==> src/rtl/fm_pkg.sv <==
// fm_pkg: shared types and constants for the FM discriminator.
//   phase_t        - phase word, unsigned wrap, 2^(FM_WIDTH-1) = pi
//   PI_PHASE       - pi in phase_t units
//   atan_lut(k,w)  - round(atan(2^-k)/pi * 2^(w-1)), elaboration-time constant
//   disc_state_t / cordic_state_t / fm_dbg_t - FSM encodings and debug view
package fm_pkg;

  localparam int FM_WIDTH = 16;

  typedef logic [FM_WIDTH-1:0] phase_t;

  localparam phase_t PI_PHASE = {1'b1, {(FM_WIDTH-1){1'b0}}};

  typedef enum logic [1:0] {
    S_IDLE = 2'd0,
    S_RUN  = 2'd1,
    S_DIFF = 2'd2
  } disc_state_t;

  typedef enum logic [1:0] {
    C_IDLE   = 2'd0,
    C_PREROT = 2'd1,
    C_ITER   = 2'd2
  } cordic_state_t;

  typedef struct packed {
    disc_state_t   disc;
    cordic_state_t cordic;
  } fm_dbg_t;

  // Master table holds atan(2^-k) with 2^31 = pi; narrower phase words are
  // obtained by rounding the table down to the requested width.
  function automatic int unsigned atan_lut(input int k, input int width);
    int unsigned t;
    case (k)
      0:  t = 32'd536870912;
      1:  t = 32'd316933406;
      2:  t = 32'd167458907;
      3:  t = 32'd85004756;
      4:  t = 32'd42667331;
      5:  t = 32'd21354465;
      6:  t = 32'd10679838;
      7:  t = 32'd5340245;
      8:  t = 32'd2670163;
      9:  t = 32'd1335087;
      10: t = 32'd667544;
      11: t = 32'd333772;
      12: t = 32'd166886;
      13: t = 32'd83443;
      14: t = 32'd41722;
      15: t = 32'd20861;
      16: t = 32'd10430;
      17: t = 32'd5215;
      18: t = 32'd2608;
      19: t = 32'd1304;
      20: t = 32'd652;
      21: t = 32'd326;
      22: t = 32'd163;
      23: t = 32'd81;
      24: t = 32'd41;
      25: t = 32'd20;
      26: t = 32'd10;
      27: t = 32'd5;
      28: t = 32'd3;
      29: t = 32'd1;
      30: t = 32'd1;
      default: t = 32'd0;
    endcase
    if (width >= 32) return t;
    return (t + (32'd1 << (31 - width))) >> (32 - width);
  endfunction

endpackage

==> src/rtl/fm_discriminator_cordic_vectoring.sv <==
// cordic_vectoring: iterative vectoring-mode CORDIC returning the phase of
// (i_in, q_in).
//   clk, reset   - clock, asynchronous active-high reset
//   start        - accept i_in/q_in (only asserted by the parent while idle)
//   i_in, q_in   - signed sample
//   done         - high during the final micro-rotation cycle
//   phase        - result, valid while done is high (already includes the
//                  final rotation's contribution)
//   state_dbg    - current FSM state
module cordic_vectoring
  import fm_pkg::*;
#(
  parameter int width      = FM_WIDTH,
  parameter int iterations = 14
) (
  input  logic                    clk,
  input  logic                    reset,
  input  logic                    start,
  input  logic signed [width-1:0] i_in,
  input  logic signed [width-1:0] q_in,
  output logic                    done,
  output logic        [width-1:0] phase,
  output cordic_state_t           state_dbg
);

  localparam int XW = width + 2;  // headroom for the ~1.647 CORDIC gain
  localparam int KW = $clog2(iterations);
  localparam logic [width-1:0] PI_Z = {1'b1, {(width-1){1'b0}}};

  cordic_state_t state, state_nxt;

  logic signed [XW-1:0] x, y, x_n, y_n, x_sh, y_sh;
  logic [width-1:0]     z, z_n;
  logic [KW-1:0]        k;
  logic                 zero;  // I=Q=0 has no defined angle; report 0
  logic                 last;

  logic [width-1:0] atan_tab [iterations];
  for (genvar g = 0; g < iterations; g++) begin : g_atan
    assign atan_tab[g] = width'(atan_lut(g, width));
  end

  assign last = (k == KW'(iterations - 1));

  // One micro-rotation; shifts use the pre-update x/y.
  always_comb begin
    x_sh = x >>> k;
    y_sh = y >>> k;
    if (!y[XW-1]) begin
      x_n = x + y_sh;
      y_n = y - x_sh;
      z_n = z + atan_tab[k];
    end else begin
      x_n = x - y_sh;
      y_n = y + x_sh;
      z_n = z - atan_tab[k];
    end
  end

  always_comb begin
    state_nxt = state;
    case (state)
      C_IDLE:   if (start) state_nxt = C_PREROT;
      C_PREROT: state_nxt = C_ITER;
      C_ITER:   if (last) state_nxt = C_IDLE;
      default:  state_nxt = C_IDLE;
    endcase
  end

  always_ff @(posedge clk or posedge reset) begin
    if (reset) state <= C_IDLE;
    else       state <= state_nxt;
  end

  always_ff @(posedge clk or posedge reset) begin
    if (reset) begin
      x    <= '0;
      y    <= '0;
      z    <= '0;
      k    <= '0;
      zero <= 1'b0;
    end else begin
      case (state)
        C_IDLE: begin
          if (start) begin
            x <= {{2{i_in[width-1]}}, i_in};
            y <= {{2{q_in[width-1]}}, q_in};
          end
        end
        C_PREROT: begin
          k    <= '0;
          zero <= (x == '0) && (y == '0);
          // Left half-plane: rotate by pi so iterations start within +/-pi/2.
          if (x[XW-1]) begin
            x <= -x;
            y <= -y;
            z <= PI_Z;
          end else begin
            z <= '0;
          end
        end
        C_ITER: begin
          x <= x_n;
          y <= y_n;
          z <= z_n;
          k <= k + KW'(1);
        end
        default: ;
      endcase
    end
  end

  assign done      = (state == C_ITER) && last;
  assign phase     = zero ? '0 : z_n;
  assign state_dbg = state;

endmodule

==> src/rtl/fm_discriminator.sv <==
// fm_discriminator: baseband FM demodulator. Each accepted I/Q sample is
// turned into a phase by the CORDIC; out is the wrapped difference from the
// previous sample's phase (full scale +/-2^(width-1) = +/-pi rad/sample).
//   clk, reset  - clock, asynchronous active-high reset
//   i_in, q_in  - signed sample, taken when in_valid is high and idle
//   in_valid    - one-cycle input strobe
//   out         - instantaneous frequency, signed, held between strobes
//   out_valid   - one-cycle strobe, iterations+2 cycles after in_valid
//   busy        - sample in flight
//   overrun     - sticky: in_valid seen while busy (sample dropped)
//   dbg         - both FSM states
// Handshake: in_valid is a one-cycle strobe with no back-pressure; it is
// honoured only when busy is low, otherwise the sample is lost and overrun
// latches. out_valid is a one-cycle strobe with no ready.
module fm_discriminator
  import fm_pkg::*;
#(
  parameter int width      = FM_WIDTH,
  parameter int iterations = 14
) (
  input  logic                    clk,
  input  logic                    reset,
  input  logic signed [width-1:0] i_in,
  input  logic signed [width-1:0] q_in,
  input  logic                    in_valid,
  output logic signed [width-1:0] out,
  output logic                    out_valid,
  output logic                    busy,
  output logic                    overrun,
  output fm_dbg_t                 dbg
);

  disc_state_t      state, state_nxt;
  logic             start, done;
  logic [width-1:0] phase, prev_phase, out_q;
  cordic_state_t    cordic_state;

  cordic_vectoring #(
    .width      (width),
    .iterations (iterations)
  ) u_cordic (
    .clk       (clk),
    .reset     (reset),
    .start     (start),
    .i_in      (i_in),
    .q_in      (q_in),
    .done      (done),
    .phase     (phase),
    .state_dbg (cordic_state)
  );

  always_comb begin
    state_nxt = state;
    start     = 1'b0;
    case (state)
      S_IDLE: begin
        if (in_valid) begin
          start     = 1'b1;
          state_nxt = S_RUN;
        end
      end
      S_RUN:   if (done) state_nxt = S_DIFF;
      S_DIFF:  state_nxt = S_IDLE;  // in_valid here is dropped as busy
      default: state_nxt = S_IDLE;
    endcase
  end

  always_ff @(posedge clk or posedge reset) begin
    if (reset) state <= S_IDLE;
    else       state <= state_nxt;
  end

  // Width-bit wrap of the difference makes +/-pi crossings alias correctly.
  always_ff @(posedge clk or posedge reset) begin
    if (reset) begin
      out_q      <= '0;
      prev_phase <= '0;
      overrun    <= 1'b0;
    end else begin
      if (done) begin
        out_q      <= phase - prev_phase;
        prev_phase <= phase;
      end
      if (in_valid && busy) overrun <= 1'b1;
    end
  end

  assign busy       = (state != S_IDLE);
  assign out_valid  = (state == S_DIFF);
  assign out        = out_q;
  assign dbg.disc   = state;
  assign dbg.cordic = cordic_state;

endmodule
==> config.mk <==
export PLATFORM = sky130hd
export DESIGN_NAME = fm_discriminator
export DESIGN_NICKNAME = d
export VERILOG_FILES = /design/src/rtl/fm_pkg.sv /design/src/rtl/fm_discriminator_cordic_vectoring.sv /design/src/rtl/fm_discriminator.sv
export SDC_FILE = /design/constraint.sdc
export NUM_CORES = 1
export LEC_CHECK = 0
export CAP_MARGIN = 30
export CORE_ASPECT_RATIO = 0.9
export CORE_MARGIN = 2
export CORE_UTILIZATION = 35
export DETAILED_ROUTE_END_ITERATION = 6
export PLACE_DENSITY_LB_ADDON = 0.12
export SYNTH_ARGS = -nofsm -noshare
export SYNTH_HDL_FRONTEND = slang
export SYNTH_HIERARCHICAL = 1
export SYNTH_SLANG_ARGS = --single-unit
==> constraint.sdc <==
create_clock -name clk -period 14 [get_ports clk]
set_clock_uncertainty 0.15 [all_clocks]
set_input_delay 1.4 -clock clk [delete_from_list [all_inputs] [get_ports clk]]
set_output_delay 1.4 -clock clk [all_outputs]
set_load 0.03 [all_outputs]
* After elaboration in Yosys (flattened, before gate mapping)
Memory sizes are Yosys's and may differ from the RTL's.
Index checks and enable logic that the tools add are counted.
** Storage, ports and cells
- Register bits after elaboration :: 94
- Bits in latches :: 0
- Bits in writable memories :: 0
- Bits in read-only memories :: 256
- Bits of input ports :: 35
- Output and inout bits :: 23
- Logic and storage cells :: 73
- Memories kept :: 1
** Cells by class
- Add/subtract/negate cells :: 10
- $mul :: 0
- Divide/modulo/power cells :: 0
- Order comparisons :: 1
- Eq/ne operators :: 10
- Shift operators :: 2
- Muxes and demuxes :: 23
- Bitwise operators :: 1
- Reductions and logical operators :: 14
** Memory list
- (name not given) :: words 16, width 16, rd ports 1, clocked after memory_dff 0, wr ports 0, RTL line fm_discriminator_cordic_vectoring.sv:52 : z_n = z + atan_tab[k];
** Operators with widths (number)
- $mux 18 :: 6
- $pmux 18 s3 :: 2
- $mux 16 :: 5
- $add 18x18->18 :: 2
- $logic_not 18->1 :: 2
- $neg 18->18 :: 2
- $sshr 18x4->18 :: 2
- $sub 18x18->18 :: 2
- $pmux 16 s2 :: 1
- $sub 16x16->16 :: 2
- $add 16x16->16 :: 1
- $mux 2 :: 4
- $pmux 4 s2 :: 1
- $ne 2x2->1 const B :: 3
- $pmux 2 s3 :: 1
- $reduce_and 2->1 :: 3
- $ge 5x5->1 const B :: 1
- $not 4->5 :: 1
- $add 4x1->4 const B :: 1
- $eq 2x1->1 const B :: 2
- $eq 2x2->1 const B :: 2
- $eq 4x4->1 const B :: 1
- $logic_not 2->1 :: 2
- $ne 2x1->1 const B :: 2
- other kinds (6) :: 10

* Longest topological paths before layout
- Depth after elaboration :: 8
- Depth in mapped cells :: 30
- Depth with buffers taken out :: 25

* Cells and area by module
Netlist, hierarchy kept.
** By module, submodules not included
- cordic_vectoring :: times used 1, cells each 1154, area each 9137.5 sq um, sequential area each 1476.4 sq um
- fm_discriminator :: times used 1, cells each 211, area each 2057.0 sq um, sequential area each 875.8 sq um

* Worst setup path after synthesis
Ideal clock, no wire load.
- Kind :: reg-to-reg
- From :: reg u_cordic.k[0]
- To :: reg out_q[14] (netlist: out[14])
- Setup time :: 0.125 ns
- Arrival :: 5.659 ns
- Data required time :: 13.725 ns
- Setup slack :: 8.066 ns
- Cell stages (with the launch flop) :: 28
- Path buffers :: 3
- Period minus slack after synthesis :: 5.934 ns
- Path through :: dfrtp_1 > buf_6 > clkinv_1 > clkbuf_1 > ha_1 > nor2b_1 > o32ai_1 > ha_1 > and4_1 > nor2_1 > xnor2_1 > ha_1 > o21a_1 > o21ai_0 > a21oi_1 > o21ai_0 > nand2b_1 > a211oi_1 > nor2_1 > and2_1 > ha_1 > buf_6 > and3_1 > a221o_1 > a221o_1 > a21oi_2 > xnor2_1 > mux2_4
** On the way
- Word-level cells in the longest chain between the ends :: 8
- Elaborated cells between the ends (all ways) :: 11
- Classes of those cells :: 3 x add/sub; 1 x eq/ne; 4 x mux; 1 x bitwise; 1 x reduce/logical; 1 x memory
** RTL lines
- start: declaration :: RTL line fm_discriminator_cordic_vectoring.sv:34 : logic [KW-1:0] k;
- start signal: assignment :: RTL line fm_discriminator_cordic_vectoring.sv:106 : k <= k + KW'(1);
- $not 4->5 (not written as such) * :: RTL line fm_discriminator_cordic_vectoring.sv:52, fm_discriminator_cordic_vectoring.sv:56
- $mem_v2 16x16 *
- $mux 16 (not written as such) * (2 in a row) :: RTL line fm_discriminator_cordic_vectoring.sv:52
- $add 16x16->16 / $sub 16x16->16 (equally long branches) :: RTL line fm_discriminator_cordic_vectoring.sv:52, fm_discriminator_cordic_vectoring.sv:56
- $mux 16 * :: RTL line fm_discriminator_cordic_vectoring.sv:49 : if (!y[XW-1]) begin
- $mux 16 * :: RTL line fm_discriminator_cordic_vectoring.sv:114 : assign phase = zero ? '0 : z_n;
- net phase[10] :: RTL line fm_discriminator.sv:35 : logic [width-1:0] phase, prev_phase, out_q;
- $sub 16x16->16 * :: RTL line fm_discriminator.sv:81 : out_q <= phase - prev_phase;
- end signal: assignment :: RTL line fm_discriminator.sv:81
- end: declaration :: RTL line fm_discriminator.sv:35
Mark *: on every way through the listed nets, which the timed path passes. The rest lies on a longest branch. The select of a mux whose other input is x is not followed.
A chain may end at the register's enable or synchronous reset.

* Final worst setup path
Ends and elaborated chain as after synthesis.

==> impl_metrics.toml <==
[timing]
setup_viol = 0
fin_crit_ns = 6.47
final_max_slew_viol_count = 0
period_share_pct = 46.2
setup_tns_ns = 0
relSlewSlack_pct = 27.6
fmax_mhz = 155
worstMarginPinSlew_ns = 1.08
hold_viol = 0
rsz0062_at_grt = "false"

[critical_path]
crit_fanout = 18
rr_startpoint = "u_cordic/k[0]"
required_ns = 14.12
worst_setup_path_end_kind = "register"
crit_path_start = "u_cordic/k[0]"
r2r_end = "out[14]"
r2r_slack_ns = 7.53
r2r_cells = 24
critical_path_arrival_ns = 6.59
worst-setup-path-type = "register to register"
critPathCapture = "out[14]"
critPathLaunchType = "register"

[routing]
avgViaCountPerCell = 5.67
ant_nets = 0
routed_wl_mm = 35.0
drtPass1Iterations = 5
drc = 0
wire_per_inst_um = 19.8
drt_iter0_markers = 817
via_count = 10047

[floorplan]
die_height_um = 174
rows = 62
num_io_pins = 58
start_util_pct = 35.3
coreArea_um2 = 31700
die_area_um2 = 33400
die_w_um = 193

[global_routing]
grt_pass1_vias = 9744
grt_usage_pct = 21.7
grt_overflow = 0
grt_first_pass_wirelength_mm = 56.7
antenna_found_initial = 0
grt_max_degree = 71

[min_path]
hp-class = "register to register"

[clocking]
h-tree-depth = 3
cts_buffers = 9
clockBufferDepth = 2
cts_root_buffer = "clkbuf_16"
postCtsHoldBufs = 0
post_cts_resized = 0
numClockSinks = 94
post_cts_buffers = 0
clkLatencyLatePin_ns = 0.39
cts_tree = "yes"
path_clk_slew_ns = 0.08

[run_status]
outcome = "finished clean"

[yosys]
synth_nets = 1483
ys_top_cells_by_count = "144 x nand2_1, 128 x nor2_1, 99 x o21ai_0"
yosys-top-cells-area = "dfrtp_1 21%, ha_1 8.8%, mux4_2 7.4%"
yosysTopAreaCellShare_pct = 21.0
yosysMostFrequentCell = "nand2_1"
synth_flop_cell = "dfrtp_1"
syn_inst = 1365
avgSynthCellArea_um2 = 8.20
synth_cell_types = 90
ys_seq_area_share_pct = 21.0
ys_async_sr_fraction_pct = 100
ys_ff_latch = 94
yosysWarnings = 6
yosysTopAreaCell = "dfrtp_1"
synth_edf_count = 0
syn_area_um2 = 11200

[layout]
area_growth_pct = 9.69
final_cell_area_um2 = 12300
num_antenna_cells = 0
instances_no_fill = 1772
final_nets = 1469
drive_gt1_share_pct = 9.96

[placed_design]
portBuffers = 57
dpl_cell_area_um2 = 12000
hpwl_mm = 25.0
routabilityCongestion = 0.886
dp_cells = 1756

[flow_run]
drv_cap = 0
kinds of logic after synthesis:
logic type / Yosys count / synth area share, %
adders and majority gates: 83 / 9.55
buffers and inverters: 158 / 6.12
muxes: 86 / 13.1
and+or+nand+nor: 447 / 18.8
DFF: 94 / 21.0
AOI/OAI and AO/OA: 391 / 23.1
xor gates and xnor gates: 106 / 8.29
critical path, cell delays in order, from the launching register on:
cell,delay (ns)
dfrtp_2,0.36
clkinv_1,0.45
ha_1,0.61
nor2b_1,0.07
o32ai_1,0.39
ha_1,0.27
and4_1,0.28
nor2_1,0.09
xnor2_1,0.22
ha_1,0.32
o21a_1,0.12
o21ai_0,0.23
a21oi_1,0.09
o21ai_0,0.33
nand2b_1,0.09
a211oi_1,0.24
nor2_1,0.08
and2_1,0.18
ha_1,0.40
and3_1,0.21
a221o_1,0.36
a221o_1,0.34
a21oi_2,0.13
xnor2_1,0.08
mux2_4,0.26
worst min path at each step:
| stage | start | end | slack [ns] | cells after the start |
|---|---|---|---|---|
| 3_5_place_dp | overrun | overrun | 0.30 | 1 |
| 3_3_place_gp | overrun | overrun | 0.29 | 1 |
| 2_1_floorplan | u_cordic/z[14] | u_cordic/z[14] | 0.31 | 2 |
| 4_1_cts | overrun | overrun | 0.32 | 1 |
| 5_1_grt | overrun | overrun | 0.36 | 1 |
| 6_report | overrun | overrun | 0.32 | 1 |
layer usage:
layer | share of wire, % | track usage (%) | vias up
met2 | 40 | 29.7 | 247
met3 | 5.8 | 3.89 | 23
li1 | - | - | 4948
met4 | 1.6 | 5.47 | 0
met5 | 0 | 0 | -
met1 | 52 | 34.4 | 4829
through the flow:
stage / hold WS (ns) / utilization, % / worst slack, ns
3_5_place_dp: 0.303 / 37.7 / 7.64
3_3_place_gp: 0.293 / 37.7 / 7.86
2_1_floorplan: 0.308 / - / 8.07
6_report: 0.318 / 38.7 / 7.53
5_1_grt: 0.358 / 38.7 / 7.08
4_1_cts: 0.320 / 38.7 / 7.60
cells in the final DEF, fill, tap and decap left out, drive strengths merged, types with 10 or more instances in the layout:
cell,netlist,final
a211oi,11,11
a21o,16,16
a21oi,98,98
a221oi,17,17
a31oi,18,18
and2,10,10
and3,12,12
buf,32,15
clkbuf,65,10
clkdlybuf4s50,0,57
dfrtp,94,94
ha,79,79
inv,59,62
mux2,23,23
mux2i,20,20
mux4,43,43
nand2,146,146
nand2b,23,23
nand3,21,21
nor2,129,129
nor2b,16,16
nor3,36,36
nor4,11,11
o211ai,15,15
o21a,10,10
o21ai,103,103
o2bb2ai,12,12
o31ai,19,19
xnor2,62,62
xor2,44,44
state kept, by name, indices dropped and copies added, names as in the netlist:
| register | count |
|---|---|
| u_cordic/zero | 1 |
| u_cordic/k | 4 |
| out | 16 |
| u_cordic/x | 18 |
| u_cordic/state_dbg | 2 |
| overrun | 1 |
| state | 2 |
| u_cordic/y | 18 |
| u_cordic/z | 16 |
| prev_phase | 16 |
final cells by class:
class	instances	area (um^2)
clock buffer	10	229
timing repair buffer	72	683
sequential	94	2360
multi-input combinational	1113	8180
fill	3231	19400
tap	416	520
inverter	61	229
clock inverter	6	77.6
Power is not shown: default switching activity piles up to over one toggle a cycle in this logic, so the estimate is an artifact.
